--- src/rtl/lemmings_pkg.sv ---
// Shared types and helpers for the lemming walker array.
// The state encoding keeps bit 2 as the facing direction, so direction-preserving transitions are a bit test.
package lemmings_pkg;

    typedef enum logic [2:0] {
        ST_LEFT   = 3'b000,
        ST_DIG_L  = 3'b001,
        ST_FALL_L = 3'b010,
        ST_RIGHT  = 3'b100,
        ST_DIG_R  = 3'b101,
        ST_FALL_R = 3'b110,
        ST_SPLAT  = 3'b111
    } lem_state_t;

    function automatic logic [31:0] sat_inc(input logic [31:0] value, input logic [31:0] max_value);
        return (value >= max_value) ? max_value : value + 32'd1;
    endfunction

    function automatic lem_state_t walk_state(input logic face_right);
        return face_right ? ST_RIGHT : ST_LEFT;
    endfunction

    function automatic lem_state_t dig_state(input logic face_right);
        return face_right ? ST_DIG_R : ST_DIG_L;
    endfunction

    function automatic lem_state_t fall_state(input logic face_right);
        return face_right ? ST_FALL_R : ST_FALL_L;
    endfunction

    function automatic logic is_fall(input lem_state_t s);
        return (s == ST_FALL_L) || (s == ST_FALL_R);
    endfunction

    function automatic logic is_dig(input lem_state_t s);
        return (s == ST_DIG_L) || (s == ST_DIG_R);
    endfunction

endpackage

--- src/rtl/lemmings_array_fsm.sv ---
// One lemming walker: walk/dig/fall/splat state machine with fall and dig counters.
// Outputs are registered from the next state so they always match the state register.
module lemming_fsm
    import lemmings_pkg::*;
#(
    parameter int CNT_W     = 8,
    parameter int SPLAT_LIM = 20,
    parameter int DIG_MAX   = 0
) (
    input  logic clk,
    input  logic rst,
    input  logic bump_left,
    input  logic bump_right,
    input  logic ground,
    input  logic dig,
    input  logic revive,
    output logic walk_left,
    output logic walk_right,
    output logic aaah,
    output logic digging,
    output logic splat,
    output logic entering_splat
);

    localparam logic [31:0]      CNT_MAX  = 32'((64'd1 << CNT_W) - 64'd1);
    localparam logic [CNT_W-1:0] LIM_C    = CNT_W'(SPLAT_LIM);
    localparam logic [CNT_W-1:0] DIG_LAST = CNT_W'((DIG_MAX == 0) ? 0 : DIG_MAX - 1);
    localparam bit               DIG_LIMITED = (DIG_MAX != 0);

    lem_state_t       state;
    lem_state_t       next_state;
    logic [CNT_W-1:0] fall_cnt;
    logic [CNT_W-1:0] dig_cnt;
    logic [2:0]       state_bits;
    logic             face_right;

    assign state_bits = state;
    assign face_right = state_bits[2];

    always_comb begin
        next_state = state;
        case (state)
            ST_LEFT, ST_RIGHT: begin
                if (!ground)
                    next_state = fall_state(face_right);
                else if (dig)
                    next_state = dig_state(face_right);
                else if (face_right ? bump_right : bump_left)
                    next_state = walk_state(!face_right);
            end
            ST_DIG_L, ST_DIG_R: begin
                if (!ground)
                    next_state = fall_state(face_right);
                else if (DIG_LIMITED && (dig_cnt == DIG_LAST))
                    next_state = walk_state(face_right);
            end
            ST_FALL_L, ST_FALL_R: begin
                // Landing checks the distance already fallen; dig and bumps are ignored mid-air.
                if (ground)
                    next_state = (fall_cnt >= LIM_C) ? ST_SPLAT : walk_state(face_right);
            end
            ST_SPLAT: begin
                if (revive)
                    next_state = ST_LEFT;
            end
            default: next_state = ST_LEFT;
        endcase
    end

    assign entering_splat = (next_state == ST_SPLAT) && (state != ST_SPLAT);

    always_ff @(posedge clk) begin
        if (rst) begin
            state      <= ST_LEFT;
            fall_cnt   <= '0;
            dig_cnt    <= '0;
            walk_left  <= 1'b1;
            walk_right <= 1'b0;
            aaah       <= 1'b0;
            digging    <= 1'b0;
            splat      <= 1'b0;
        end else begin
            state <= next_state;
            // Counters start at zero on entry and count up while the state persists.
            if (is_fall(next_state) && is_fall(state))
                fall_cnt <= CNT_W'(sat_inc(32'(fall_cnt), CNT_MAX));
            else
                fall_cnt <= '0;
            if (is_dig(next_state) && is_dig(state))
                dig_cnt <= CNT_W'(sat_inc(32'(dig_cnt), CNT_MAX));
            else
                dig_cnt <= '0;
            walk_left  <= (next_state == ST_LEFT);
            walk_right <= (next_state == ST_RIGHT);
            aaah       <= is_fall(next_state);
            digging    <= is_dig(next_state);
            splat      <= (next_state == ST_SPLAT);
        end
    end

endmodule

--- src/rtl/lemmings_array.sv ---
// Array of independent lemming walkers with a shared splat event pulse and a live population count.
// Both aggregate outputs are registered; alive_cnt trails the per-lemming splat outputs by one cycle.
module lemmings_array
    import lemmings_pkg::*;
#(
    parameter int N_LEM     = 4,
    parameter int CNT_W     = 8,
    parameter int SPLAT_LIM = 20,
    parameter int DIG_MAX   = 0
) (
    input  logic                       sys_clk,
    input  logic                       sys_rst,
    input  logic [N_LEM-1:0]           bump_left,
    input  logic [N_LEM-1:0]           bump_right,
    input  logic [N_LEM-1:0]           ground,
    input  logic [N_LEM-1:0]           dig,
    input  logic [N_LEM-1:0]           revive,
    output logic [N_LEM-1:0]           walk_left,
    output logic [N_LEM-1:0]           walk_right,
    output logic [N_LEM-1:0]           aaah,
    output logic [N_LEM-1:0]           digging,
    output logic [N_LEM-1:0]           splat,
    output logic                       splat_evt,
    output logic [$clog2(N_LEM+1)-1:0] alive_cnt
);

    localparam int ALIVE_W = $clog2(N_LEM + 1);

    logic [N_LEM-1:0]   entering_splat;
    logic [ALIVE_W-1:0] alive_next;

    for (genvar g = 0; g < N_LEM; g++) begin : g_lem
        lemming_fsm #(
            .CNT_W     (CNT_W),
            .SPLAT_LIM (SPLAT_LIM),
            .DIG_MAX   (DIG_MAX)
        ) u_fsm (
            .clk            (sys_clk),
            .rst            (sys_rst),
            .bump_left      (bump_left[g]),
            .bump_right     (bump_right[g]),
            .ground         (ground[g]),
            .dig            (dig[g]),
            .revive         (revive[g]),
            .walk_left      (walk_left[g]),
            .walk_right     (walk_right[g]),
            .aaah           (aaah[g]),
            .digging        (digging[g]),
            .splat          (splat[g]),
            .entering_splat (entering_splat[g])
        );
    end

    always_comb begin
        alive_next = '0;
        for (int i = 0; i < N_LEM; i++)
            alive_next = alive_next + ALIVE_W'(!splat[i]);
    end

    always_ff @(posedge sys_clk) begin
        if (sys_rst) begin
            splat_evt <= 1'b0;
            alive_cnt <= ALIVE_W'(N_LEM);
        end else begin
            splat_evt <= |entering_splat;
            alive_cnt <= alive_next;
        end
    end

endmodule

--- config.mk ---
export PLATFORM = sky130hd
export DESIGN_NAME = lemmings_array
export DESIGN_NICKNAME = d
export VERILOG_FILES = /design/src/rtl/lemmings_pkg.sv /design/src/rtl/lemmings_array_fsm.sv /design/src/rtl/lemmings_array.sv
export SDC_FILE = /design/constraint.sdc
export NUM_CORES = 1
export LEC_CHECK = 0
export ABC_AREA = 1
export CAP_MARGIN = 20
export CORE_ASPECT_RATIO = 2
export CORE_MARGIN = 4
export CORE_UTILIZATION = 45
export CTS_CLUSTER_DIAMETER = 60
export DETAILED_ROUTE_END_ITERATION = 7
export DONT_BUFFER_PORTS = 1
export PLACE_DENSITY = 0.66
export SETUP_SLACK_MARGIN = 0.5
export SYNTH_ARGS = -nofsm -noshare
export SYNTH_HDL_FRONTEND = slang
export SYNTH_SLANG_ARGS = --single-unit
--- constraint.sdc ---
create_clock -name sys_clk -period 1.4 [get_ports sys_clk]
set_input_delay 0.28 -clock sys_clk [delete_from_list [all_inputs] [get_ports sys_clk]]
set_output_delay 0.28 -clock sys_clk [all_outputs]
set_load 0.005 [all_outputs]
==> Implementation_results.wiki, run 1 <==
{| class="wikitable"
! Metric !! Value
|-
| Result of the run || finished with violations
|-
| Failing checks || hold timing, setup timing
|-
| Setup slack on the worst flop-to-flop path || -150 ps
|-
| Vertical die dimension || roughly 130 um
|-
| Top cells by area in the synthesized netlist || sky130_fd_sc_hd__dfxtp_1, sky130_fd_sc_hd__nor2_1, sky130_fd_sc_hd__nand2_1, sky130_fd_sc_hd__inv_1, sky130_fd_sc_hd__nand3_1
|-
| Count of endpoints failing setup in the final report || 3
|-
| Ratio of cells with drive above 1 in the final layout || 62.9%
|-
| Final core utilization || 70.0%
|-
| Share of the synthesized area in compound gates (AO/OA/AOI/OAI) || 4.00%
|-
| IO Count || 46
|-
| Via count of the first global-routing pass || 2795
|-
| R2R cell count || 5
|-
| Count of unique library cells instantiated by Yosys || 28
|-
| Crit Path Class || flop to flop
|-
| Tightest Pin Transition || approximately 350 ps
|-
| Time the worst path needs with I/O delays and setup || about 1500 ps
|-
| Buffers from clock root to sink, at most || 2
|-
| Area growth, synth to finish || 49.2%
|-
| Insertion delay of the later-clocked pin in the worst-skew pair || 340 ps
|-
| Initial core utilization || 46.9%
|-
| Antenna violations before repair || 0
|-
| Xor and xnor area share after synthesis || 2.67%
|-
| Cell Rows || 43
|-
| Placed instance area || 3550 sq um
|-
| Async set or reset register ratio after synthesis || 0%
|-
| Startpoint of the worst hold path || sys_rst
|-
| Pin count of the biggest net entering global routing || 22
|-
| Half-perimeter wire length after placement || approximately 5000 um
|-
| Worst min path class || input pin to flop
|-
| Synth Area in Adders || 4.42%
|-
| Detailed-route DRC error count || 0
|-
| Post-detailed-route via-to-cell ratio || 4.94
|-
| PortBufs || 0
|-
| Clock edge transition at the registers on the reported setup and hold paths || 60 ps
|-
| Peak fanout along the critical path || 2
|-
| Hold Slack || -3.56 ps
|-
| Primary flip-flop cell chosen by synthesis mapping || sky130_fd_sc_hd__dfxtp_1
|-
| Total inserted antenna cells || 0
|-
| Total power divided by cell area || 988 nW/um^2
|-
| Sequential group share of total power || 42.3%
|-
| Clock sink count || 68
|-
| Simple-gate portion of the synthesized area || 36.0%
|-
| Initial drt markers || 124
|-
| CTS buffer count || 9
|-
| LEAKAGE || between 2 and 2.5 nW
|-
| Max-slew violations || 0
|-
| Maximum capacitance violations || 0
|-
| Capture point of the worst reg-to-reg path || alive_cnt[2]
|-
| Unrepaired setup endpoints after global routing || true
|-
| Dominant combinational cell family by area after synthesis || simple AND/OR/NAND/NOR gates
|-
| Final wirelength || 8130 um
|-
| Residual overflow from global routing || 0
|-
| Final worst-path setup slack || -146 ps
|-
| Fraction of power spent switching nets || about a quarter
|-
| Die ar. || roughly 8800 sq um
|-
| Hold Path End || g_lem[0].u_fsm.digging
|-
| Wire length per cell after detailed routing || 13.8 um
|-
| Core Box Area || 6990 sq um
|-
| Via count of the routed design || 2909
|-
| Critical path data arrival time || 1770 ps
|-
| Die width || slightly below 70 um
|-
| Number of placed instances, taps included || 515
|-
| Library cell occupying the most area in the post-synthesis netlist || sky130_fd_sc_hd__dfxtp_1
|-
| Final Instance Area || between 4000 and 5000 sq um
|-
| Residual antenna-violating net count after detailed routing || 0
|-
| Number of nets in the synthesized netlist || between 400 and 500
|-
| Post-Synthesis Mean Instance Area || between 7 and 8 sq um
|-
| Yosys synthesis warning count || 0
|-
| Achievable frequency || ~650 MHz
|-
| Internal cell power || 3.69 mW
|-
| Total of flip-flops plus latches after synthesis || 68
|-
| GPL Wtd Cong || 0.791
|-
| First-pass GRT wire length || about 12000 um
|-
| WP data required || ~1600 ps
|-
| Fin nets || 527
|-
| Clock power frac || 47.3%
|-
| Type of element launching the critical path || flop
|-
| Post-synthesis mux area share || 0%
|-
| Critical path endpoint category || flop
|-
| Final clock period utilization by the worst path || 110%
|-
| Depth of the CTS H-tree || 3
|-
| Syn Inst Count || 440
|-
| Fraction of post-synthesis cell area in the top cell type by area || 41.5%
|-
| Worst hold stages || 1
|-
| Startpoint of the worst register-to-register path || g_lem[0].u_fsm.splat
|-
| Most frequent cells in the layout || sky130_fd_sc_hd__nor2_1, sky130_fd_sc_hd__dfxtp_2, sky130_fd_sc_hd__nor2_2
|-
| Clock skew || 5.31 ps
|-
| Layout Cells excl Fill || 589
|-
| Worst max-slew margin expressed relative to the limit || approximately 76%
|-
| Final hold violations || 1
|-
| EDFF count, synth || 0
|-
| Portion of total power attributed to combinational logic || a little over a tenth
|-
| Fraction of the yosys area taken by sequential cells || 41.5%
|-
| Largest voltage drop on the vdd net || 809 uV
|-
| CTS tree || done
|-
| Length of the first detailed-routing pass in iterations || 4
|-
| GRT Resource Usage Total || between 15 and 20%
|-
| Critical path launch point || g_lem[0].u_fsm.splat
|-
| CTS root buf || sky130_fd_sc_hd__clkbuf_16
|-
| Sw power || 1.15 mW
|-
| Post-layout power || 4.84 mW
|-
| Netlist Area Pre-Place || 3280 sq um
|}
==> power by group through the flow <==
stage	clock, mW	combinational [mW]	sequential (mW)
floorplan	0	0.296	2.07
global placement	0	0.291	2.09
CTS	2.32	0.407	2.05
detailed placement	0	0.296	2.09
global route	2.43	0.544	2.05
finish	2.29	0.503	2.05
==> how the worst max path moves through the flow <==
stage                         endpoint
after floorplan           alive_cnt[2]
after global placement    alive_cnt[2]
after detailed placement  alive_cnt[2]
after CTS                 alive_cnt[2]
after global routing      alive_cnt[2]
final                     alive_cnt[2]
==> flip-flops by register name (all words and copies together), names as in the netlist <==
register / count
g_lem.u_fsm.fall_cnt: 32
g_lem.u_fsm.walk_right: 4
g_lem.u_fsm.splat: 4
g_lem.u_fsm.digging: 4
splat_evt: 1
g_lem.u_fsm.aaah: 4
g_lem.u_fsm.walk_left: 4
alive_cnt: 3
g_lem.u_fsm.state: 12
==> layer usage <==
| layer | global-route usage (%) | part of all wire, % | vias to the layer above |
|---|---|---|---|
| met5 | 0 | 0 | - |
| met3 | 6.03 | 4.3 | 14 |
| met1 | 18.2 | 35 | 1373 |
| met4 | 7.03 | 2.3 | 0 |
| li1 | - | - | 1463 |
| met2 | 33.4 | 58 | 59 |
==> stage by stage <==
| stage | TNS, ps | setup WS [ps] |
|---|---|---|
| floorplan | -199 | -116 |
| global placement | -223 | -129 |
| detailed placement | -288 | -164 |
| CTS | -247 | -145 |
| global route | -691 | -185 |
| finish | -314 | -146 |
==> repair_timing <==
item / CTS / global route
gates resized for setup: 124 / 76
endpoints found under the hold margin: 13 / 17
setup endpoints to repair: 89 / 90
buffers inserted: 44 / 14
pin swaps: 68 / 47
==> worst max-delay path, cell delays in order (launching register included) <==
cell and delay, ps:
sky130_fd_sc_hd__dfxtp_2 330, sky130_fd_sc_hd__fa_1 550, sky130_fd_sc_hd__inv_2 50, sky130_fd_sc_hd__ha_4 150, sky130_fd_sc_hd__ha_4 140, sky130_fd_sc_hd__or2_4 220
==> Yosys cell counts, types with 4 or more instances <==
| master | count |
|---|---|
| sky130_fd_sc_hd__nor2_2 | 19 |
| sky130_fd_sc_hd__ha_1 | 10 |
| sky130_fd_sc_hd__nand3_2 | 4 |
| sky130_fd_sc_hd__nor2_1 | 93 |
| sky130_fd_sc_hd__nor2_4 | 6 |
| sky130_fd_sc_hd__o21ai_0 | 15 |
| sky130_fd_sc_hd__buf_4 | 20 |
| sky130_fd_sc_hd__xor2_1 | 6 |
| sky130_fd_sc_hd__nand4_1 | 4 |
| sky130_fd_sc_hd__nor3_1 | 4 |
| sky130_fd_sc_hd__nand3_1 | 33 |
| sky130_fd_sc_hd__inv_1 | 55 |
| sky130_fd_sc_hd__dfxtp_1 | 68 |
| sky130_fd_sc_hd__nand2_1 | 69 |
| sky130_fd_sc_hd__a21oi_1 | 10 |
| sky130_fd_sc_hd__xnor2_1 | 4 |
==> cell type report <==
| type | instances | area, sq um |
|---|---|---|
| sequential | 68 | 1480 |
| clock buffer | 12 | 256 |
| timing repair buffer | 66 | 604 |
| tap | 90 | 113 |
| multi-input combinational | 292 | 2180 |
| fill | 489 | 2100 |
| clock inverter | 4 | 47.5 |
| inverter | 57 | 224 |
==> cells by family after synthesis <==
group,count (synthesis)
compound gates,26
xor+xnor,10
fa+ha+maj,11
buf+inv,80
flops,68
simple gates,245
Note: power is estimated with default switching activity, not from simulation.
==> run 2, diff against run 1 <==
- PLACE_DENSITY: 0.66 -> 0.64
- clock period: 1.4 -> 1.7 ns (I/O delays scaled with it)
==> Implementation_results.wiki, run 2 (synthesis results as in run 1) <==
{| class="wikitable"
! Metric !! Value
|-
| Critical path data arrival time || 1800 ps
|-
| Critical path endpoint category || flop
|-
| Final wirelength || approximately 8600 um
|-
| Final Instance Area || around 4700 sq um
|-
| Via count of the routed design || 2964
|-
| Die ar. || 8810 sq um
|-
| Capture point of the worst reg-to-reg path || alive_cnt[2]
|-
| Placed instance area || ~3300 sq um
|-
| Depth of the CTS H-tree || 3
|-
| Final worst-path setup slack || 123 ps
|-
| Most common cell type on the critical path || sky130_fd_sc_hd__ha_4
|-
| CTS buffer count || 9
|-
| Setup slack on the worst flop-to-flop path || 120 ps
|-
| Flip-flop and latch area || 1450 sq um
|-
| CTS tree || done
|-
| Number of flip-flops under the largest register name || 32
|-
| Kind of cell adding the most delay to the critical path || adder cells
|-
| Hold Slack || roughly 75 ps
|-
| Residual antenna-violating net count after detailed routing || 0
|-
| Placement Setup Slack || between 100 and 150 ps
|-
| Core Box Area || 6990 sq um
|-
| Crit Path Class || flop to flop
|-
| Stages on the worst setup path || 5
|-
| R2R cell count || 5
|-
| Startpoint of the worst register-to-register path || g_lem[3].u_fsm.splat
|-
| GPL Wtd Cong || between 0.8 and 0.9
|-
| Final hold violations || 0
|-
| Largest registers in the final layout || g_lem.u_fsm.fall_cnt (32), g_lem.u_fsm.state (12)
|-
| CTS root buf || sky130_fd_sc_hd__clkbuf_16
|-
| Clock power frac || 44.6%
|-
| Clock edge transition at the registers on the reported setup and hold paths || 50 ps
|-
| Unrepaired setup endpoints after global routing || true
|-
| Vertical die dimension || 129 um
|-
| Startpoint of the worst hold path || sys_rst
|-
| Hold Path End || g_lem[3].u_fsm.state[0]
|-
| Fill cell count || roughly 530
|-
| Via count of the first global-routing pass || 2906
|-
| Crit-path cells || fa_1 > inv_2 > ha_4 > ha_4 > or2_4
|-
| Hold bufs inserted after CTS || 0
|-
| Tightest Pin Transition || about 620 ps
|-
| Clock skew || 5.23 ps
|-
| Commonest non-fill, non-tap cell in the layout || sky130_fd_sc_hd__nor2_1
|-
| Final clock period utilization by the worst path || around 90%
|-
| Layout Cells excl Fill || ~600
|-
| Largest voltage drop on the vdd net || 694 uV
|-
| Total inserted antenna cells || 0
|-
| Pin count of the biggest net entering global routing || 22
|-
| Residual overflow from global routing || 0
|-
| WP data required || 1920 ps
|-
| PortBufs || 0
|-
| Portion of total power attributed to combinational logic || approximately 10%
|-
| Total power divided by cell area || 794 nW/um^2
|-
| Achievable frequency || 634 MHz
|-
| Number of placed instances, taps included || 508
|-
| Insertion delay of the later-clocked pin in the worst-skew pair || 330 ps
|-
| Type of element launching the critical path || flop
|-
| Clock sink count || 68
|-
| Most frequent cells in the layout || sky130_fd_sc_hd__nor2_1, sky130_fd_sc_hd__buf_4, sky130_fd_sc_hd__nand2_1
|-
| Worst hold stages || 1
|-
| Die width || 68.4 um
|-
| Maximum capacitance violations || 0
|-
| Detailed-route DRC error count || 0
|-
| Register with the most flip-flops || g_lem.u_fsm.fall_cnt
|-
| Area growth, synth to finish || 42.6%
|-
| Fraction of power spent switching nets || 23.9%
|-
| Half-perimeter wire length after placement || 4940 um
|-
| Cell type of the slowest stage on the worst timing path || sky130_fd_sc_hd__fa_1
|-
| Delay contributed by the slowest stage of the critical path || 560 ps
|-
| Combined buffer and inverter count along the critical path || 1
|-
| Sw power || 0.888 mW
|-
| Initial core utilization || 46.9%
|-
| Length of the first detailed-routing pass in iterations || 4
|-
| Sequential group share of total power || 45.2%
|-
| Result of the run || completed
|-
| Setup TNS || 0 ps
|-
| Antenna violations before repair || 0
|-
| GRT Resource Usage Total || about a fifth
|-
| Wire length per cell after detailed routing || 14.6 um
|-
| Fin nets || 525
|-
| Worst max-slew margin expressed relative to the limit || 58.4%
|-
| Footprint of the multi-input gates || 2120 sq um
|-
| Cell Rows || 43
|-
| Time the worst path needs with I/O delays and setup || 1580 ps
|-
| IO Count || 46
|-
| Peak fanout along the critical path || 2
|-
| Buffers from clock root to sink, at most || 2
|-
| Count of endpoints failing setup in the final report || 0
|-
| First-pass GRT wire length || between 10000 and 15000 um
|-
| Max-slew violations || 0
|-
| Ratio of cells with drive above 1 in the final layout || 55.1%
|-
| Post-detailed-route via-to-cell ratio || 5.05
|-
| LEAKAGE || between 2 and 2.5 nW
|-
| Worst min path class || input pin to flop
|-
| Internal cell power || 2.83 mW
|-
| Initial drt markers || 140
|}
==> run 2: cell count changes in the layout (fill, tap and decap cells not counted), moves of 3 or more <==
cell                       previous run  this run
sky130_fd_sc_hd__dfxtp_1              3        26
sky130_fd_sc_hd__buf_6               29        11
sky130_fd_sc_hd__inv_2               27        21
sky130_fd_sc_hd__nand2_4             16        12
sky130_fd_sc_hd__clkbuf_1             1         4
sky130_fd_sc_hd__nand2_2             18        23
sky130_fd_sc_hd__nor2_1              52        57
sky130_fd_sc_hd__dfxtp_2             52        29
sky130_fd_sc_hd__buf_4               37        53
sky130_fd_sc_hd__nor2_2              38        35
sky130_fd_sc_hd__inv_1               26        34
==> run 2: worst max-delay path by stage <==
stage	end	from	slack (ps)
4_1_cts	alive_cnt[2]	g_lem[0].u_fsm.splat	120
5_1_grt	alive_cnt[2]	g_lem[3].u_fsm.splat	70
6_report	alive_cnt[2]	g_lem[3].u_fsm.splat	120
3_5_place_dp	alive_cnt[2]	g_lem[3].u_fsm.splat	100
2_1_floorplan	alive_cnt[2]	g_lem[3].u_fsm.splat	180
3_3_place_gp	alive_cnt[2]	g_lem[3].u_fsm.splat	150
==> run 2: area by class of cell <==
class / count / area share [%]
sequential: 68 / 30.9
clock inverter: 2 / 0.214
multi-input combinational: 292 / 45.2
tap: 90 / 2.41
inverter: 57 / 4.68
timing repair buffer: 64 / 11.1
clock buffer: 14 / 5.43
==> run 2: what timing repair did <==
action	in CTS	in global routing
cloned	0	0
endpoints found under the hold margin	0	0
pin swaps	48	50
endpoints found under the setup margin	53	56
setup buffers	46	17
resized for setup	116	107
==> run 2: through the flow <==
| stage | util (%) | total power [mW] |
|---|---|---|
| final | 66.9 | 3.72 |
| after global routing | 66.9 | 3.88 |
| after CTS | 60.2 | 3.65 |
| after detailed placement | 47.1 | 1.93 |
| after global placement | 47.1 | 1.93 |
| after floorplan | - | 1.92 |
==> run 2: layer usage <==
| metal | wire (um) | GRT usage (%) | share of wire, % | up-vias |
|---|---|---|---|---|
| met4 | 282 | 10.3 | 3.3 | 0 |
| met2 | 4970 | 35.0 | 58 | 65 |
| met5 | 0 | 0 | 0 | - |
| met1 | 2980 | 17.7 | 35 | 1424 |
| met3 | 354 | 4.28 | 4.1 | 22 |
| li1 | - | - | - | 1453 |
==> run 2: power groups by stage <==
stage	clock network [mW]	registers [mW]	logic, mW
finish	1.66	1.68	0.377
global route	1.79	1.69	0.411
CTS	1.68	1.68	0.281
detailed placement	0	1.72	0.210
global placement	0	1.72	0.206
floorplan	0	1.70	0.220
==> run 3, diff against run 2 <==
- CORE_MARGIN: 4 -> default
- TNS_END_PERCENT: default -> 50
==> Implementation_results.wiki, run 3 (synthesis results as in run 1) <==
{| class="wikitable"
! Metric !! Value
|-
| GRT Resource Usage Total || 19.7%
|-
| R2R cell count || 5
|-
| LEAKAGE || 1.90 nW
|-
| Buffers from clock root to sink, at most || 2
|-
| Capture point of the worst reg-to-reg path || alive_cnt[2]
|-
| Crit Path Class || flop to flop
|-
| Cell Rows || 43
|-
| Total power divided by cell area || 847 nW/um^2
|-
| Post-detailed-route via-to-cell ratio || 4.87
|-
| Startpoint of the worst hold path || sys_rst
|-
| Residual antenna-violating net count after detailed routing || 0
|-
| Largest voltage drop on the vdd net || just under 600 uV
|-
| Final hold violations || 0
|-
| Unrepaired setup endpoints after global routing || true
|-
| Residual overflow from global routing || 0
|-
| Wire length per cell after detailed routing || 12.7 um
|-
| Kind of cell adding the most delay to the critical path || adder cells
|-
| Worst hold stages || 1
|-
| Crit-path cells || fa_1 > inv_2 > ha_4 > ha_4 > or2_4
|-
| Initial drt markers || 108
|-
| Pin count of the biggest net entering global routing || 22
|-
| Total inserted antenna cells || 0
|-
| Via count of the routed design || ~2800
|-
| Final wirelength || around 7000 um
|-
| Final clock period utilization by the worst path || roughly 90%
|-
| Initial core utilization || a little under half
|-
| Clock sink count || between 60 and 70
|-
| Number of flip-flops under the largest register name || 32
|-
| Vertical die dimension || between 100 and 150 um
|-
| Detailed-route DRC error count || 0
|-
| Largest registers in the final layout || g_lem.u_fsm.fall_cnt (32), g_lem.u_fsm.state (12)
|-
| Clock skew || 3.91 ps
|-
| Critical path data arrival time || 1760 ps
|-
| Setup slack on the worst flop-to-flop path || 160 ps
|-
| Register with the most flip-flops || g_lem.u_fsm.fall_cnt
|-
| Commonest non-fill, non-tap cell in the layout || sky130_fd_sc_hd__nor2_1
|-
| Count of endpoints failing setup in the final report || 0
|-
| Tightest Pin Transition || 373 ps
|-
| Die ar. || 7660 sq um
|-
| Maximum capacitance violations || 0
|-
| Insertion delay of the later-clocked pin in the worst-skew pair || 330 ps
|-
| Worst max-slew margin expressed relative to the limit || 75.1%
|-
| Delay contributed by the slowest stage of the critical path || 550 ps
|-
| Combined buffer and inverter count along the critical path || 1
|-
| Fin nets || 506
|-
| Flip-flop and latch area || between 1000 and 1500 sq um
|-
| Most common cell type on the critical path || sky130_fd_sc_hd__ha_4
|-
| Peak fanout along the critical path || 2
|-
| Half-perimeter wire length after placement || 4620 um
|-
| Startpoint of the worst register-to-register path || g_lem[3].u_fsm.splat
|-
| Die width || 62.4 um
|-
| GPL Wtd Cong || 0.794
|-
| Cell type of the slowest stage on the worst timing path || sky130_fd_sc_hd__fa_1
|-
| CTS tree || done
|-
| CTS buffer count || 9
|-
| Ratio of cells with drive above 1 in the final layout || roughly 46%
|-
| Antenna violations before repair || 0
|-
| Most frequent cells in the layout || sky130_fd_sc_hd__nor2_1, sky130_fd_sc_hd__nand2_1, sky130_fd_sc_hd__buf_4
|-
| First-pass GRT wire length || approximately 12000 um
|-
| Achievable frequency || 648 MHz
|-
| CTS root buf || sky130_fd_sc_hd__clkbuf_16
|-
| Worst min path class || input pin to flop
|-
| Max-slew violations || 0
|-
| Area growth, synth to finish || 32.7%
|-
| PortBufs || 0
|-
| Setup TNS || 0 ps
|-
| Critical path endpoint category || flop
|-
| Fill cell count || 586
|-
| Result of the run || completed
|-
| Length of the first detailed-routing pass in iterations || 4
|-
| Type of element launching the critical path || flop
|-
| WP data required || 1920 ps
|-
| Core Box Area || 6990 sq um
|-
| Depth of the CTS H-tree || 3
|-
| Post-layout power || roughly 3.7 mW
|-
| Clock edge transition at the registers on the reported setup and hold paths || 50 ps
|-
| IO Count || 46
|-
| Via count of the first global-routing pass || 2773
|-
| Hold Path End || alive_cnt[1]
|-
| Time the worst path needs with I/O delays and setup || roughly 1500 ps
|-
| Footprint of the multi-input gates || 1950 sq um
|}
[run 3: changes by cell type in the layout (fill, tap and decap cells not counted), moves of 5 or more]
cell | before | now
sky130_fd_sc_hd__dfxtp_2 | 29 | 34
sky130_fd_sc_hd__nand2_2 | 23 | 10
sky130_fd_sc_hd__nor2_2 | 35 | 26
sky130_fd_sc_hd__buf_4 | 53 | 42
sky130_fd_sc_hd__nor2_1 | 57 | 70
sky130_fd_sc_hd__nand2_4 | 12 | 7
sky130_fd_sc_hd__buf_6 | 11 | 1
sky130_fd_sc_hd__nand2_1 | 36 | 54
[run 3: how the worst max path moves through the flow]
stage          depth (start not counted)           end            startpoint
6_report                               5  alive_cnt[2]  g_lem[3].u_fsm.splat
3_5_place_dp                           5  alive_cnt[2]  g_lem[3].u_fsm.splat
5_1_grt                                5  alive_cnt[2]  g_lem[3].u_fsm.splat
4_1_cts                                5  alive_cnt[2]  g_lem[0].u_fsm.splat
3_3_place_gp                           5  alive_cnt[2]  g_lem[3].u_fsm.splat
2_1_floorplan                          5  alive_cnt[2]  g_lem[3].u_fsm.splat
[run 3: final cells by class]
| type | instances | share of cell area (%) |
|---|---|---|
| inverters | 57 | 4.91 |
| clock buffers | 12 | 6.12 |
| flip-flops and latches | 68 | 33.0 |
| clock inverters | 2 | 0.230 |
| well taps | 90 | 2.59 |
| repair buffers | 45 | 8.42 |
| multi-input cells | 292 | 44.7 |
[run 3: routing by layer]
layer,wire length (um),track usage [%],vias to the layer above
met5,0,0,-
met4,158,10.9,0
met3,294,5.76,13
met2,4060,36.2,48
met1,2680,19.5,1287
li1,-,-,1411
[run 3: per-stage QoR]
step                      area [sq um]  cells  hold WS, ps  worst slack (ps)  utilization (%)
after floorplan                   3340    440          495               184                -
after global placement            3300    509          418               153             47.2
after detailed placement          3300    509          420               136             47.2
after CTS                         4120    557         63.8               144             58.9
after global routing              4360    566         58.6               136             62.3
final                             4360    566         76.7               156             62.3
[run 3: repair_timing]
item,CTS,global route
gates cloned,0,0
gates resized for setup,103,51
pin swaps,41,41
buffers inserted,34,9
hold buffers,0,0
endpoints found under the setup margin,52,54
[run 3: report_power, final]
part           total, mW  switching, mW  internal [mW]
Clock               1.71          0.627           1.08
Combinational      0.296          0.170          0.126
Sequential          1.68         0.0418           1.64
Total               3.69          0.839           2.85
[run 3: worst register-to-register path, cell delays in order (launching register included)]
cell,delay (ps)
sky130_fd_sc_hd__dfxtp_2,330
sky130_fd_sc_hd__fa_1,550
sky130_fd_sc_hd__inv_2,50
sky130_fd_sc_hd__ha_4,160
sky130_fd_sc_hd__ha_4,140
sky130_fd_sc_hd__or2_4,210
